<file path="src/rtl/bsg_manycore_host_ep_responder_pkg.sv">
// Shared types and default EPA map for the host endpoint responder.
package bsg_manycore_host_ep_pkg;

  typedef enum logic [1:0] {
    e_host_ep_load  = 2'd0,
    e_host_ep_store = 2'd1
  } host_ep_op_e;

  typedef enum logic {
    e_host_ep_ack       = 1'b0,
    e_host_ep_load_data = 1'b1
  } host_ep_resp_type_e;

  localparam int host_ep_print_stat_epa_gp = 'h0D0C;
  localparam int host_ep_putchar_epa_gp    = 'h1000;
  localparam int host_ep_finish_epa_gp     = 'h3AB4;
  localparam int host_ep_fail_epa_gp       = 'h3AB8;

  localparam logic [31:0] host_ep_dead_beef_gp = 32'hDEAD_BEEF;

endpackage

</file>
<file path="src/rtl/bsg_manycore_host_ep_responder_if.sv">
// Request/response link between the host link adapter (master) and the endpoint (slave).
interface bsg_manycore_host_ep_responder_if #(
  parameter int addr_width_p   = 28,
  parameter int data_width_p   = 32,
  parameter int x_cord_width_p = 7,
  parameter int y_cord_width_p = 7
) ();

  logic                      req_v;
  logic                      req_ready;
  logic [1:0]                req_op;
  logic [addr_width_p-1:0]   req_addr;
  logic [data_width_p-1:0]   req_data;
  logic [data_width_p/8-1:0] req_mask;
  logic [4:0]                req_reg_id;
  logic [x_cord_width_p-1:0] req_src_x;
  logic [y_cord_width_p-1:0] req_src_y;

  logic                      resp_v;
  logic                      resp_yumi;
  logic                      resp_type;
  logic [data_width_p-1:0]   resp_data;
  logic [4:0]                resp_reg_id;
  logic [x_cord_width_p-1:0] resp_dst_x;
  logic [y_cord_width_p-1:0] resp_dst_y;

  modport master (
    output req_v, req_op, req_addr, req_data, req_mask, req_reg_id, req_src_x, req_src_y,
    output resp_yumi,
    input  req_ready,
    input  resp_v, resp_type, resp_data, resp_reg_id, resp_dst_x, resp_dst_y
  );

  modport slave (
    input  req_v, req_op, req_addr, req_data, req_mask, req_reg_id, req_src_x, req_src_y,
    input  resp_yumi,
    output req_ready,
    output resp_v, resp_type, resp_data, resp_reg_id, resp_dst_x, resp_dst_y
  );

endinterface

</file>
<file path="src/rtl/bsg_manycore_host_ep_resp_fifo.sv">
// Two-entry response FIFO; ready and valid come only from registered occupancy.
module bsg_manycore_host_ep_resp_fifo #(
  parameter int width_p = 8
) (
  input  logic               clk_i,
  input  logic               reset_n_i,
  input  logic [width_p-1:0] data_i,
  input  logic               v_i,
  output logic               ready_o,
  output logic [width_p-1:0] data_o,
  output logic               v_o,
  input  logic               yumi_i
);

  logic [width_p-1:0] mem_r [2];
  logic               wr_ptr_r;
  logic               rd_ptr_r;
  logic [1:0]         count_r;
  logic               enq;
  logic               deq;

  assign ready_o = (count_r != 2'd2);
  assign v_o     = (count_r != 2'd0);
  assign data_o  = mem_r[rd_ptr_r];
  assign enq     = v_i & ready_o;
  assign deq     = yumi_i & v_o;

  always_ff @(posedge clk_i or negedge reset_n_i) begin
    if (!reset_n_i) begin
      mem_r[0] <= '0;
      mem_r[1] <= '0;
      wr_ptr_r <= 1'b0;
      rd_ptr_r <= 1'b0;
      count_r  <= 2'd0;
    end else begin
      if (enq) begin
        mem_r[wr_ptr_r] <= data_i;
        wr_ptr_r        <= ~wr_ptr_r;
      end
      if (deq) rd_ptr_r <= ~rd_ptr_r;
      case ({enq, deq})
        2'b10:   count_r <= count_r + 2'd1;
        2'b01:   count_r <= count_r - 2'd1;
        default: count_r <= count_r;
      endcase
    end
  end

endmodule

</file>
<file path="src/rtl/bsg_manycore_host_ep_responder.sv">
// Host-tile endpoint: decodes remote loads/stores against the fixed EPA map,
// updates scratch/status state and queues one response per request.
module bsg_manycore_host_ep_responder
  import bsg_manycore_host_ep_pkg::*;
#(
  parameter int addr_width_p     = 28,
  parameter int data_width_p     = 32,
  parameter int x_cord_width_p   = 7,
  parameter int y_cord_width_p   = 7,
  parameter int scratch_words_p  = 16,
  parameter int print_stat_epa_p = host_ep_print_stat_epa_gp,
  parameter int putchar_epa_p    = host_ep_putchar_epa_gp,
  parameter int finish_epa_p     = host_ep_finish_epa_gp,
  parameter int fail_epa_p       = host_ep_fail_epa_gp
) (
  input  logic                    clk_i,
  input  logic                    reset_n_i,
  bsg_manycore_host_ep_responder_if.slave ep,
  output logic                    print_stat_v_o,
  output logic [data_width_p-1:0] print_stat_tag_o,
  output logic                    putchar_v_o,
  output logic [7:0]              putchar_o,
  output logic                    finish_o,
  output logic                    fail_o,
  output logic [data_width_p-1:0] exit_code_o,
  output logic [31:0]             req_count_o
);

  localparam int mask_width_lp  = data_width_p / 8;
  localparam int idx_width_lp   = $clog2(scratch_words_p);
  localparam int entry_width_lp = 1 + data_width_p + 5 + x_cord_width_p + y_cord_width_p;

  logic                      fifo_ready;
  logic                      accept;
  logic                      is_load;
  logic                      store_accept;
  logic                      scratch_hit;
  logic                      hit_print_stat;
  logic                      hit_putchar;
  logic                      hit_finish;
  logic                      hit_fail;
  logic [idx_width_lp-1:0]   scratch_idx;
  logic [data_width_p-1:0]   scratch_r [scratch_words_p];
  logic [data_width_p-1:0]   load_data;
  host_ep_resp_type_e        resp_type;
  logic [entry_width_lp-1:0] enq_entry;
  logic [entry_width_lp-1:0] deq_entry;

  assign accept         = ep.req_v & fifo_ready;
  assign ep.req_ready   = fifo_ready;
  // Reserved ops 2/3 fall through to store handling.
  assign is_load        = (host_ep_op_e'(ep.req_op) == e_host_ep_load);
  assign store_accept   = accept & ~is_load;
  assign scratch_hit    = (ep.req_addr < addr_width_p'(scratch_words_p));
  assign hit_print_stat = (ep.req_addr == addr_width_p'(print_stat_epa_p));
  assign hit_putchar    = (ep.req_addr == addr_width_p'(putchar_epa_p));
  assign hit_finish     = (ep.req_addr == addr_width_p'(finish_epa_p));
  assign hit_fail       = (ep.req_addr == addr_width_p'(fail_epa_p));
  assign scratch_idx    = ep.req_addr[idx_width_lp-1:0];

  always_comb begin
    load_data = data_width_p'(host_ep_dead_beef_gp);
    if (scratch_hit)         load_data = scratch_r[scratch_idx];
    else if (hit_print_stat) load_data = '0;
    else if (hit_finish)     load_data = data_width_p'(finish_o);
    else if (hit_fail)       load_data = data_width_p'(fail_o);
  end

  assign resp_type = is_load ? e_host_ep_load_data : e_host_ep_ack;
  assign enq_entry = {resp_type, (is_load ? load_data : '0), ep.req_reg_id,
                      ep.req_src_x, ep.req_src_y};

  bsg_manycore_host_ep_resp_fifo #(.width_p(entry_width_lp)) resp_fifo (
    .clk_i     (clk_i),
    .reset_n_i (reset_n_i),
    .data_i    (enq_entry),
    .v_i       (ep.req_v),
    .ready_o   (fifo_ready),
    .data_o    (deq_entry),
    .v_o       (ep.resp_v),
    .yumi_i    (ep.resp_yumi)
  );

  assign {ep.resp_type, ep.resp_data, ep.resp_reg_id, ep.resp_dst_x, ep.resp_dst_y} = deq_entry;

  always_ff @(posedge clk_i or negedge reset_n_i) begin
    if (!reset_n_i) begin
      for (int i = 0; i < scratch_words_p; i++) scratch_r[i] <= '0;
    end else if (store_accept && scratch_hit) begin
      for (int b = 0; b < mask_width_lp; b++)
        if (ep.req_mask[b]) scratch_r[scratch_idx][b*8 +: 8] <= ep.req_data[b*8 +: 8];
    end
  end

  always_ff @(posedge clk_i or negedge reset_n_i) begin
    if (!reset_n_i) begin
      print_stat_v_o   <= 1'b0;
      print_stat_tag_o <= '0;
      putchar_v_o      <= 1'b0;
      putchar_o        <= '0;
      finish_o         <= 1'b0;
      fail_o           <= 1'b0;
      exit_code_o      <= '0;
      req_count_o      <= '0;
    end else begin
      print_stat_v_o <= store_accept & hit_print_stat;
      putchar_v_o    <= store_accept & hit_putchar;
      if (store_accept && hit_print_stat) print_stat_tag_o <= ep.req_data;
      if (store_accept && hit_putchar)    putchar_o        <= ep.req_data[7:0];
      // Exit code latches only on the first finish-or-fail store.
      if (store_accept && (hit_finish || hit_fail)) begin
        if (!finish_o && !fail_o) exit_code_o <= ep.req_data;
        if (hit_finish) finish_o <= 1'b1;
        if (hit_fail)   fail_o   <= 1'b1;
      end
      if (accept) req_count_o <= req_count_o + 32'd1;
    end
  end

endmodule

</file>
<file path="src/flat_wrapper.sv">
// flat-port wrapper written by rule: the top's interface ports become plain ports
module bsg_manycore_host_ep_responder_flat import bsg_manycore_host_ep_pkg::*;
#(
  parameter int addr_width_p     = 28,
  parameter int data_width_p     = 32,
  parameter int x_cord_width_p   = 7,
  parameter int y_cord_width_p   = 7,
  parameter int scratch_words_p  = 16,
  parameter int print_stat_epa_p = host_ep_print_stat_epa_gp,
  parameter int putchar_epa_p    = host_ep_putchar_epa_gp,
  parameter int finish_epa_p     = host_ep_finish_epa_gp,
  parameter int fail_epa_p       = host_ep_fail_epa_gp
)
  (clk_i, reset_n_i, print_stat_v_o, print_stat_tag_o, putchar_v_o, putchar_o, finish_o, fail_o, exit_code_o, req_count_o, ep_req_v, ep_req_op, ep_req_addr, ep_req_data, ep_req_mask, ep_req_reg_id, ep_req_src_x, ep_req_src_y, ep_resp_yumi, ep_req_ready, ep_resp_v, ep_resp_type, ep_resp_data, ep_resp_reg_id, ep_resp_dst_x, ep_resp_dst_y);
  bsg_manycore_host_ep_responder_if #(.addr_width_p(addr_width_p), .data_width_p(data_width_p), .x_cord_width_p(x_cord_width_p), .y_cord_width_p(y_cord_width_p)) ep_i ();
  input  logic clk_i;
  input  logic reset_n_i;
  output logic print_stat_v_o;
  output logic [data_width_p-1:0] print_stat_tag_o;
  output logic putchar_v_o;
  output logic [7:0] putchar_o;
  output logic finish_o;
  output logic fail_o;
  output logic [data_width_p-1:0] exit_code_o;
  output logic [31:0] req_count_o;
  input wire logic [$bits(ep_i.req_v)-1:0] ep_req_v;
  input wire logic [$bits(ep_i.req_op)-1:0] ep_req_op;
  input wire logic [$bits(ep_i.req_addr)-1:0] ep_req_addr;
  input wire logic [$bits(ep_i.req_data)-1:0] ep_req_data;
  input wire logic [$bits(ep_i.req_mask)-1:0] ep_req_mask;
  input wire logic [$bits(ep_i.req_reg_id)-1:0] ep_req_reg_id;
  input wire logic [$bits(ep_i.req_src_x)-1:0] ep_req_src_x;
  input wire logic [$bits(ep_i.req_src_y)-1:0] ep_req_src_y;
  input wire logic [$bits(ep_i.resp_yumi)-1:0] ep_resp_yumi;
  output wire logic [$bits(ep_i.req_ready)-1:0] ep_req_ready;
  output wire logic [$bits(ep_i.resp_v)-1:0] ep_resp_v;
  output wire logic [$bits(ep_i.resp_type)-1:0] ep_resp_type;
  output wire logic [$bits(ep_i.resp_data)-1:0] ep_resp_data;
  output wire logic [$bits(ep_i.resp_reg_id)-1:0] ep_resp_reg_id;
  output wire logic [$bits(ep_i.resp_dst_x)-1:0] ep_resp_dst_x;
  output wire logic [$bits(ep_i.resp_dst_y)-1:0] ep_resp_dst_y;
  assign ep_i.req_v = ep_req_v;
  assign ep_i.req_op = ep_req_op;
  assign ep_i.req_addr = ep_req_addr;
  assign ep_i.req_data = ep_req_data;
  assign ep_i.req_mask = ep_req_mask;
  assign ep_i.req_reg_id = ep_req_reg_id;
  assign ep_i.req_src_x = ep_req_src_x;
  assign ep_i.req_src_y = ep_req_src_y;
  assign ep_i.resp_yumi = ep_resp_yumi;
  assign ep_req_ready = ep_i.req_ready;
  assign ep_resp_v = ep_i.resp_v;
  assign ep_resp_type = ep_i.resp_type;
  assign ep_resp_data = ep_i.resp_data;
  assign ep_resp_reg_id = ep_i.resp_reg_id;
  assign ep_resp_dst_x = ep_i.resp_dst_x;
  assign ep_resp_dst_y = ep_i.resp_dst_y;
  bsg_manycore_host_ep_responder #(.addr_width_p(addr_width_p), .data_width_p(data_width_p), .x_cord_width_p(x_cord_width_p), .y_cord_width_p(y_cord_width_p), .scratch_words_p(scratch_words_p), .print_stat_epa_p(print_stat_epa_p), .putchar_epa_p(putchar_epa_p), .finish_epa_p(finish_epa_p), .fail_epa_p(fail_epa_p)) u_core (.clk_i(clk_i), .reset_n_i(reset_n_i), .ep(ep_i), .print_stat_v_o(print_stat_v_o), .print_stat_tag_o(print_stat_tag_o), .putchar_v_o(putchar_v_o), .putchar_o(putchar_o), .finish_o(finish_o), .fail_o(fail_o), .exit_code_o(exit_code_o), .req_count_o(req_count_o));
endmodule
</file>
<file path="config.mk">
export PLATFORM = sky130hd
export DESIGN_NAME = bsg_manycore_host_ep_responder_flat
export DESIGN_NICKNAME = d
export VERILOG_FILES = /design/src/rtl/bsg_manycore_host_ep_responder_pkg.sv /design/src/rtl/bsg_manycore_host_ep_responder_if.sv /design/src/rtl/bsg_manycore_host_ep_resp_fifo.sv /design/src/rtl/bsg_manycore_host_ep_responder.sv /design/src/flat_wrapper.sv
export SDC_FILE = /design/constraint.sdc
export NUM_CORES = 1
export LEC_CHECK = 0
export BUFFER_PORTS_ARGS = -buffer_cell sky130_fd_sc_hd__buf_2
export CORE_UTILIZATION = 53
export CTS_CLUSTER_DIAMETER = 150
export DETAILED_ROUTE_END_ITERATION = 8
export GPL_ROUTABILITY_DRIVEN = 0
export HOLD_SLACK_MARGIN = 0.02
export PLACE_DENSITY = 0.72
export SLEW_MARGIN = 20
export SYNTH_ARGS = -nofsm -noshare
export SYNTH_HDL_FRONTEND = slang
export SYNTH_SLANG_ARGS = --single-unit
export TNS_END_PERCENT = 1
</file>
<file path="constraint.sdc">
create_clock -name clk_i -period 2.4 [get_ports clk_i]
set_input_delay 0.12 -clock clk_i [delete_from_list [all_inputs] [get_ports clk_i]]
set_output_delay 0.12 -clock clk_i [all_outputs]
set_load 0.03 [all_outputs]
</file>
==> summary.txt, run 1 <==
Yosys
  – Top-area cell type share of the netlist area: 56.3%
  – Post-synth net total: 2251
  – Commonest cells post-synth: dfrtp_1, mux2_2, mux4_2
  – Post-synth ARST share: 100%
  – Syn Inst Count: 2160
  – Mapped cell area: 32300 um^2
  – Seq/Total Area, Yosys: 56.3%
  – Synth Warn #: 0
  – FF+latch count, synth: 728
  – Count leader, synth: dfrtp_1
  – Synth area leaders: dfrtp_1, mux2_2, mux4_2, a22o_1, clkbuf_1
  – Synthesized area per cell: 15.0 um^2
  – Post-synth cell types: 45
  – Yosys top cell by area: dfrtp_1
  – Post-synth EDFFs: 0
  – Post-synth top flop: dfrtp_1

Global route
  – First-pass GRT wire length: 132 mm
  – Initial antenna violation count: 1
  – Largest net degree at the start of global routing: 98
  – Number of global-route vias before repair: 22.1k
  – Global-route usage over all layers: 27.8%
  – Overflow after GRT: 0

Routing
  – Via count: 20.6k
  – Initial DRC count: 1212
  – Routed WL: 84.2 mm
  – WL/cell: 24.5 um
  – Drt via density: 5.99
  – Post-route ant nets: 0
  – First drt pass iteration count: 5
  – Drt drc: 0

Floorplan
  – Core Rows: 90
  – Core Region: 60400 um^2
  – DIE AREA: 62000 um^2
  – IO Pins: 251
  – Initial core utilization: 53.6%
  – Die Y: 249 um
  – Die X: 249 um

Critical path
  – Critical path data required time: 2.90 ns
  – Crit path DAT: 2.85 ns
  – Crit path kind: input port to flop
  – Critical Path Sink Type: flop
  – Crit start category: input port
  – Crit path max fanout: 8

Layout
  – Area added between synthesis and finish: 22.5%
  – Fin nets: 2678
  – Layout cell share with drive strength beyond 1: 53.0%
  – Util after Layout: 65.7%
  – Layout fillers: 4251
  – Cell area after layout: 39600 um^2

Clocking
  – Clock Path Buffers: 3
  – Post-CTS setup buffers: 0
  – CTS sink cnt: 728
  – Clock latency at the later pin of the worst-skew pair: 0.62 ns
  – CTS Buf Count: 76
  – H-tree depth: 3
  – Clock slew at reported path FFs: 0.06 ns
  – Root Buffer: clkbuf_16
  – CTS tree: done

Power and ir drop
  – Pleak: 19.8 nW
  – Net switching power: 8.59 mW
  – Combinational power share: 17.4%
  – Pwr/cell area: 780 nW/um^2
  – Pint: 22.3 mW
  – Clock power share: 38.8%
  – Total Power: 30.9 mW
  – Sw Ratio: 27.8%
  – Sequential share of power: 43.8%
  – Peak supply drop: 753 uV

Run
  – Max Cap Viol: 0

STA
  – Fin Hold WS: 0.0491 ns
  – Worst Skew: 0.0198 ns
  – Fin. Hold Viols: 0
  – Measured slew at the worst slew-check pin: 0.560 ns
  – Final slew viol count: 0
  – Final min period: 2.35 ns
  – RSZ-0062 raised after global routing: no
  – Relative slew margins: 62.3%
  – Final period util: 98.0%
  – Final setup fails: 0
  – Max Freq: 425 MHz

Placed design
  – DP Area: 36500 um^2
  – Post-DP HPWL: 54.5 mm
  – # port buffers: 250

Min path
  – Worst hold path class: input port to asynchronous set/reset pin

Status
  – Outcome: complete, no violations
-- what timing repair did --
action / in CTS / in global routing
hold buffers: 55 / 0
setup endpoints to repair: 0 / 5
resized for setup: 0 / 1
endpoints found under the hold margin: 969 / 0
-- sequential cells by signal, summed over array words and instances, names as in the netlist, 2 cells and up --
| signal | flops |
|---|---|
| u_core.putchar_o | 8 |
| u_core.print_stat_tag_o | 32 |
| u_core.resp_fifo.mem_r | 104 |
| u_core.resp_fifo.count_r | 2 |
| u_core.req_count_o | 32 |
| u_core.exit_code_o | 32 |
| u_core.scratch_r | 512 |
-- through the flow --
step / worst slack, ns / TNS (ns) / cells
6_report: 0.0482 / 0 / 3432
5_1_grt: 0.00257 / 0 / 3430
4_1_cts: 0.0708 / 0 / 3430
3_5_place_dp: -0.0743 / -1.13 / 3236
3_3_place_gp: -0.0211 / -0.210 / 3236
2_1_floorplan: 0.0960 / 0 / 2160
-- critical path, cell delays in order --
cell and delay, ns:
dlygate4sd3_1 0.57, buf_2 0.14, or4_4 0.43, dlygate4sd3_1 0.60, buf_4 0.16, nor4_4 0.31
buf_12 0.18, mux2_2 0.34
-- worst paths after layout --
| check | from | end | slack, ns | cells after the start |
|---|---|---|---|---|
| setup / recovery | ep_req_addr[16] | u_core.putchar_o[6] | 0.05 | 8 |
| hold / removal | reset_n_i | u_core.resp_fifo.mem_r[79] | 0.05 | 2 |
| setup reg to reg | u_core.resp_fifo.count_r[1] | u_core.exit_code_o[24] | 0.08 | 6 |
| hold reg to reg | u_core.req_count_o[31] | u_core.req_count_o[31] | 0.46 | 1 |
| max in group asynchronous | reset_n_i | u_core.print_stat_tag_o[30] | 1.43 | 3 |
| min in group clk_i | ep_req_data[28] | u_core.scratch_r[284] | 0.05 | 2 |
-- routing by layer --
layer	track usage, %	up-vias	part of all wire, %
met4	9.96	0	3.0
met3	6.13	158	6.9
met1	37.0	10912	42
met5	0	-	0
li1	-	8859	-
met2	45.1	634	48
-- layout by cell type (no fill, tap or decap), drive strengths merged, types with 3 or more instances in the layout --
cell	netlist	layout
or3	26	26
dlygate4sd3	0	55
mux4	113	113
dfrtp	728	728
and4	8	8
nand3b	3	3
a22o	63	63
bufinv	0	7
inv	6	10
nor4	12	12
nand2b	5	5
mux2i	23	23
xnor2	23	23
or4	4	4
buf	41	418
mux2	721	721
and3	5	5
nor2	98	98
nand3	15	15
clkbuf	84	110
o22ai	23	23
o21ai	23	23
xor2	12	12
nand4	17	17
and2	5	5
clkinv	0	17
nand2	74	74
nor3	11	11
-- power groups by stage --
stage,Clock [mW],Sequential (mW),Combinational [mW]
final,12.0,13.5,5.36
after global routing,12.7,13.6,5.68
after CTS,12.2,13.5,5.39
after detailed placement,0,13.7,5.31
after global placement,0,13.7,5.20
after floorplan,0,13.7,3.39
-- cells by family (layout without fill, tap and decap cells) --
family	count (synthesis)	count (layout)	synth area share (%)
adder cells (fa/ha/maj)	2	2	0.0774
multiplexers	857	857	33.7
XOR/XNOR	35	35	0.948
flip-flops	728	728	56.3
other	0	2	0
buffers and inverters	131	619	1.66
AND/OR/NAND/NOR	290	290	4.59
AO/OA/AOI/OAI	117	117	2.72
-- cell type report --
cell class                 instances  area (um^2)  area share [%]
sequential                       728        18200            46.0
multi-input combinational       1301        13600            34.4
timing repair buffer             474         4220            10.7
clock buffer                     109         2200            5.55
tap                              782          978            2.47
clock inverter                    30          364           0.919
inverter                           6         22.5          0.0568
antenna                            2         5.00          0.0126
(Power assumes the default switching activity.)
==> run 2, diff against run 1 <==
--- a/config.mk
+++ b/config.mk
@@ -11,7 +11,7 @@
 export DETAILED_ROUTE_END_ITERATION = 8
 export GPL_ROUTABILITY_DRIVEN = 0
 export HOLD_SLACK_MARGIN = 0.02
-export PLACE_DENSITY = 0.72
+export PLACE_DENSITY = 0.69
 export SLEW_MARGIN = 20
 export SYNTH_ARGS = -nofsm -noshare
 export SYNTH_HDL_FRONTEND = slang
==> constraint.sdc (replaced) <==
create_clock -name clk_i -period 2.2 [get_ports clk_i]
set_input_delay 0.11 -clock clk_i [delete_from_list [all_inputs] [get_ports clk_i]]
set_output_delay 0.11 -clock clk_i [all_outputs]
set_load 0.03 [all_outputs]
==> run 2 against run 1 <==
The flow now finishes with violations (negative setup slack). Critical path depth shrank 2. Via count up 0.13%. Register-to-register slack worse by 0.17 ns. Largest cell class unchanged.
==> summary.txt, run 2 (synthesized netlist as in run 1, its figures left out) <==
STA
  – Final slew viol count: 0 (unchanged)
  – RSZ-0062 raised after global routing: yes (was no)
  – Final min period: 2.29 ns
  – Measured slew at the worst slew-check pin: 0.612 ns (was 0.560 ns)
  – Final setup fails: 33 (was 0)
  – Relative slew margins: 59.0% (was 62.3%)
  – Final period util: 104%
  – Fin. Hold Viols: 0 (unchanged)
  – Max Freq: 436 MHz
  – Post-route worst setup slack: -0.0934 ns (was 0.0482 ns)
  – Worst Skew: 0.0165 ns (was 0.0198 ns)

Critical path
  – Cell family with most CP delay: simple AND/OR/NAND/NOR gates (was buffers and inverters)
  – Worst r2r dst: u_core.exit_code_o[28] (was u_core.exit_code_o[24])
  – Largest stage delay, worst path: 0.60 ns (about the same)
  – RR Startpoint: u_core.resp_fifo.count_r[1] (unchanged)
  – Worst Path Buf+Inv: 1 (was 5)
  – Crit start category: flop (was input port)
  – Reg-to-reg slack, setup: -0.09 ns (was 0.08 ns)
  – R2R depth: 6 (unchanged)
  – Critical Path, Cell by Cell: nand2b_1 -> nand3b_1 -> or4_4 -> nor4_4 -> buf_4 -> mux2_2 (was dlygate4sd3_1 -> buf_2 -> or4_4 -> dlygate4sd3_1 -> buf_4 -> nor4_4 -> buf_12 -> mux2_2)
  – Crit path max-delay cell type: or4_4 (was dlygate4sd3_1)
  – Crit path max fanout: 11 (was 8)
  – Critical path data required time: 2.70 ns (was 2.90 ns)
  – Crit path DAT: 2.79 ns (was 2.85 ns)
  – Crit path kind: flop to flop (was input port to flop)
  – Critical Path Sink Type: flop (unchanged)

Global route
  – Number of global-route vias before repair: 22.3k (was 22.1k)
  – First-pass GRT wire length: 131 mm (was 132 mm)
  – Global-route usage over all layers: 27.7% (was 27.8%)
  – Overflow after GRT: 0 (unchanged)
  – Largest net degree at the start of global routing: 70 (was 98)
  – Initial antenna violation count: 10 (was 1)

Run
  – Max Cap Viol: 0 (unchanged)

Routing
  – Drt drc: 0 (unchanged)
  – Via count: 20.6k (about the same)
  – Routed WL: 84.1 mm (was 84.2 mm)
  – Initial DRC count: 1351 (was 1212)
  – Drt via density: 5.97 (was 5.99)
  – WL/cell: 24.4 um (was 24.5 um)
  – Post-route ant nets: 0 (unchanged)
  – First drt pass iteration count: 5 (unchanged)

Power and ir drop
  – Pleak: 19.9 nW (was 19.8 nW)
  – Pwr/cell area: 842 nW/um^2 (was 780 nW/um^2)
  – Total Power: 33.5 mW (was 30.9 mW)
  – Peak supply drop: 685 uV (was 753 uV)

Clocking
  – CTS tree: done (unchanged)
  – Clock Path Buffers: 3 (unchanged)
  – CTS sink cnt: 728 (unchanged)
  – H-tree depth: 3 (unchanged)
  – CTS Buf Count: 76 (unchanged)
  – Root Buffer: clkbuf_16 (unchanged)
  – Clock latency at the later pin of the worst-skew pair: 0.62 ns (about the same)
  – Clock slew at reported path FFs: 0.06 ns (about the same)
  – Post-CTS setup buffers: 0 (unchanged)

Layout
  – Area added between synthesis and finish: 23.2% (was 22.5%)
  – Top flop regs: u_core.scratch_r (512), u_core.resp_fifo.mem_r (104) (unchanged)
  – Fin nets: 2702 (was 2678)
  – Most common cell after layout, fill and taps aside: dfrtp_1 (unchanged)
  – Layout cell share with drive strength beyond 1: 53.5% (was 53.0%)
  – Most flop-heavy register: u_core.scratch_r (unchanged)
  – Max reg flops: 512 (unchanged)
  – Most frequent cells in the layout: dfrtp_1, mux2_2, buf_2, mux4_2, buf_4 (was dfrtp_1, mux2_2, buf_2, mux4_2, buf_12)
  – Util after Layout: 66.0% (was 65.7%)

Placed design
  – Pre-CTS WS: -0.197 ns (was -0.0743 ns)
  – Post-DP HPWL: 56.0 mm (was 54.5 mm)
  – # port buffers: 250 (unchanged)

Floorplan
  – Core Rows: 90 (unchanged)
  – Die X: 249 um (unchanged)
  – IO Pins: 251 (unchanged)
  – Die Y: 249 um (unchanged)
  – Core Region: 60400 um^2 (unchanged)
  – DIE AREA: 62000 um^2 (unchanged)
  – Initial core utilization: 53.6% (unchanged)

Min path
  – Min-Delay Endpoint: u_core.scratch_r[288]
  – Min-delay src: ep_req_data[0]
  – Hold-critical path depth: 2
  – Worst hold path class: input port to flop (was input port to asynchronous set/reset pin)

Status
  – Outcome: finished with violations (was complete, no violations)
  – Failing checks: negative setup slack
==> run 2: per-layer routing <==
| layer | vias to the layer above | track usage, % | share of wire (%) |
|---|---|---|---|
| li1 | 8919 | - | - |
| met4 | 6 | 9.42 | 2.8 |
| met5 | - | 0 | 0.056 |
| met3 | 139 | 5.72 | 6.7 |
| met1 | 10882 | 38.5 | 43 |
| met2 | 644 | 43.7 | 47 |
==> run 2: worst register-to-register path, cell delays in order (launching register included) <==
cell and delay, ns:
dfrtp_1 0.38, nand2b_1 0.09, nand3b_1 0.20, or4_4 0.60, nor4_4 0.23, buf_4 0.30, mux2_2 0.38
==> run 2: how the worst max path moves through the flow <==
stage,from,end,slack [ns],cells past startpoint
floorplan,u_core.resp_fifo.count_r[0],u_core.exit_code_o[10],-0.005,6
global placement,ep_req_addr[22],u_core.exit_code_o[2],-0.19,8
detailed placement,ep_req_addr[22],u_core.exit_code_o[2],-0.20,8
CTS,u_core.resp_fifo.count_r[1],u_core.exit_code_o[2],-0.05,6
global route,u_core.resp_fifo.count_r[1],u_core.exit_code_o[21],-0.15,6
finish,u_core.resp_fifo.count_r[1],u_core.exit_code_o[28],-0.09,6
==> run 2: layout make-up <==
type | count | area (um^2)
clock inverters | 22 | 248
fillers | 4318 | 20500
inverters | 6 | 22.5
multi-input cells | 1301 | 13700
well taps | 782 | 978
diodes | 5 | 12.5
repair buffers | 498 | 4480
flip-flops and latches | 728 | 18200
clock buffers | 109 | 2220
==> run 2: what timing repair did <==
action,CTS,global route
setup endpoints to repair,249,370
pin swaps,0,5
endpoints found under the hold margin,972,0
hold buffers,54,0
gates resized for setup,4,16
==> run 2: metrics by stage <==
stage / setup TNS [ns] / cell area, um^2 / cells / hold WS [ns]
5_1_grt: -4.76 / 39800 / 3448 / 0.0517
3_5_place_dp: -37.29 / 36800 / 3261 / 0.0900
6_report: -2.02 / 39800 / 3451 / 0.0462
3_3_place_gp: -48.13 / 36800 / 3261 / 0.0927
4_1_cts: -0.545 / 39800 / 3446 / 0.0202
2_1_floorplan: -0.136 / 32300 / 2160 / -0.186
==> run 2: where the power goes <==
group / internal (mW) / switching, mW
registers: 14.3 / 0.541
logic: 2.39 / 3.58
clock network: 7.58 / 5.18
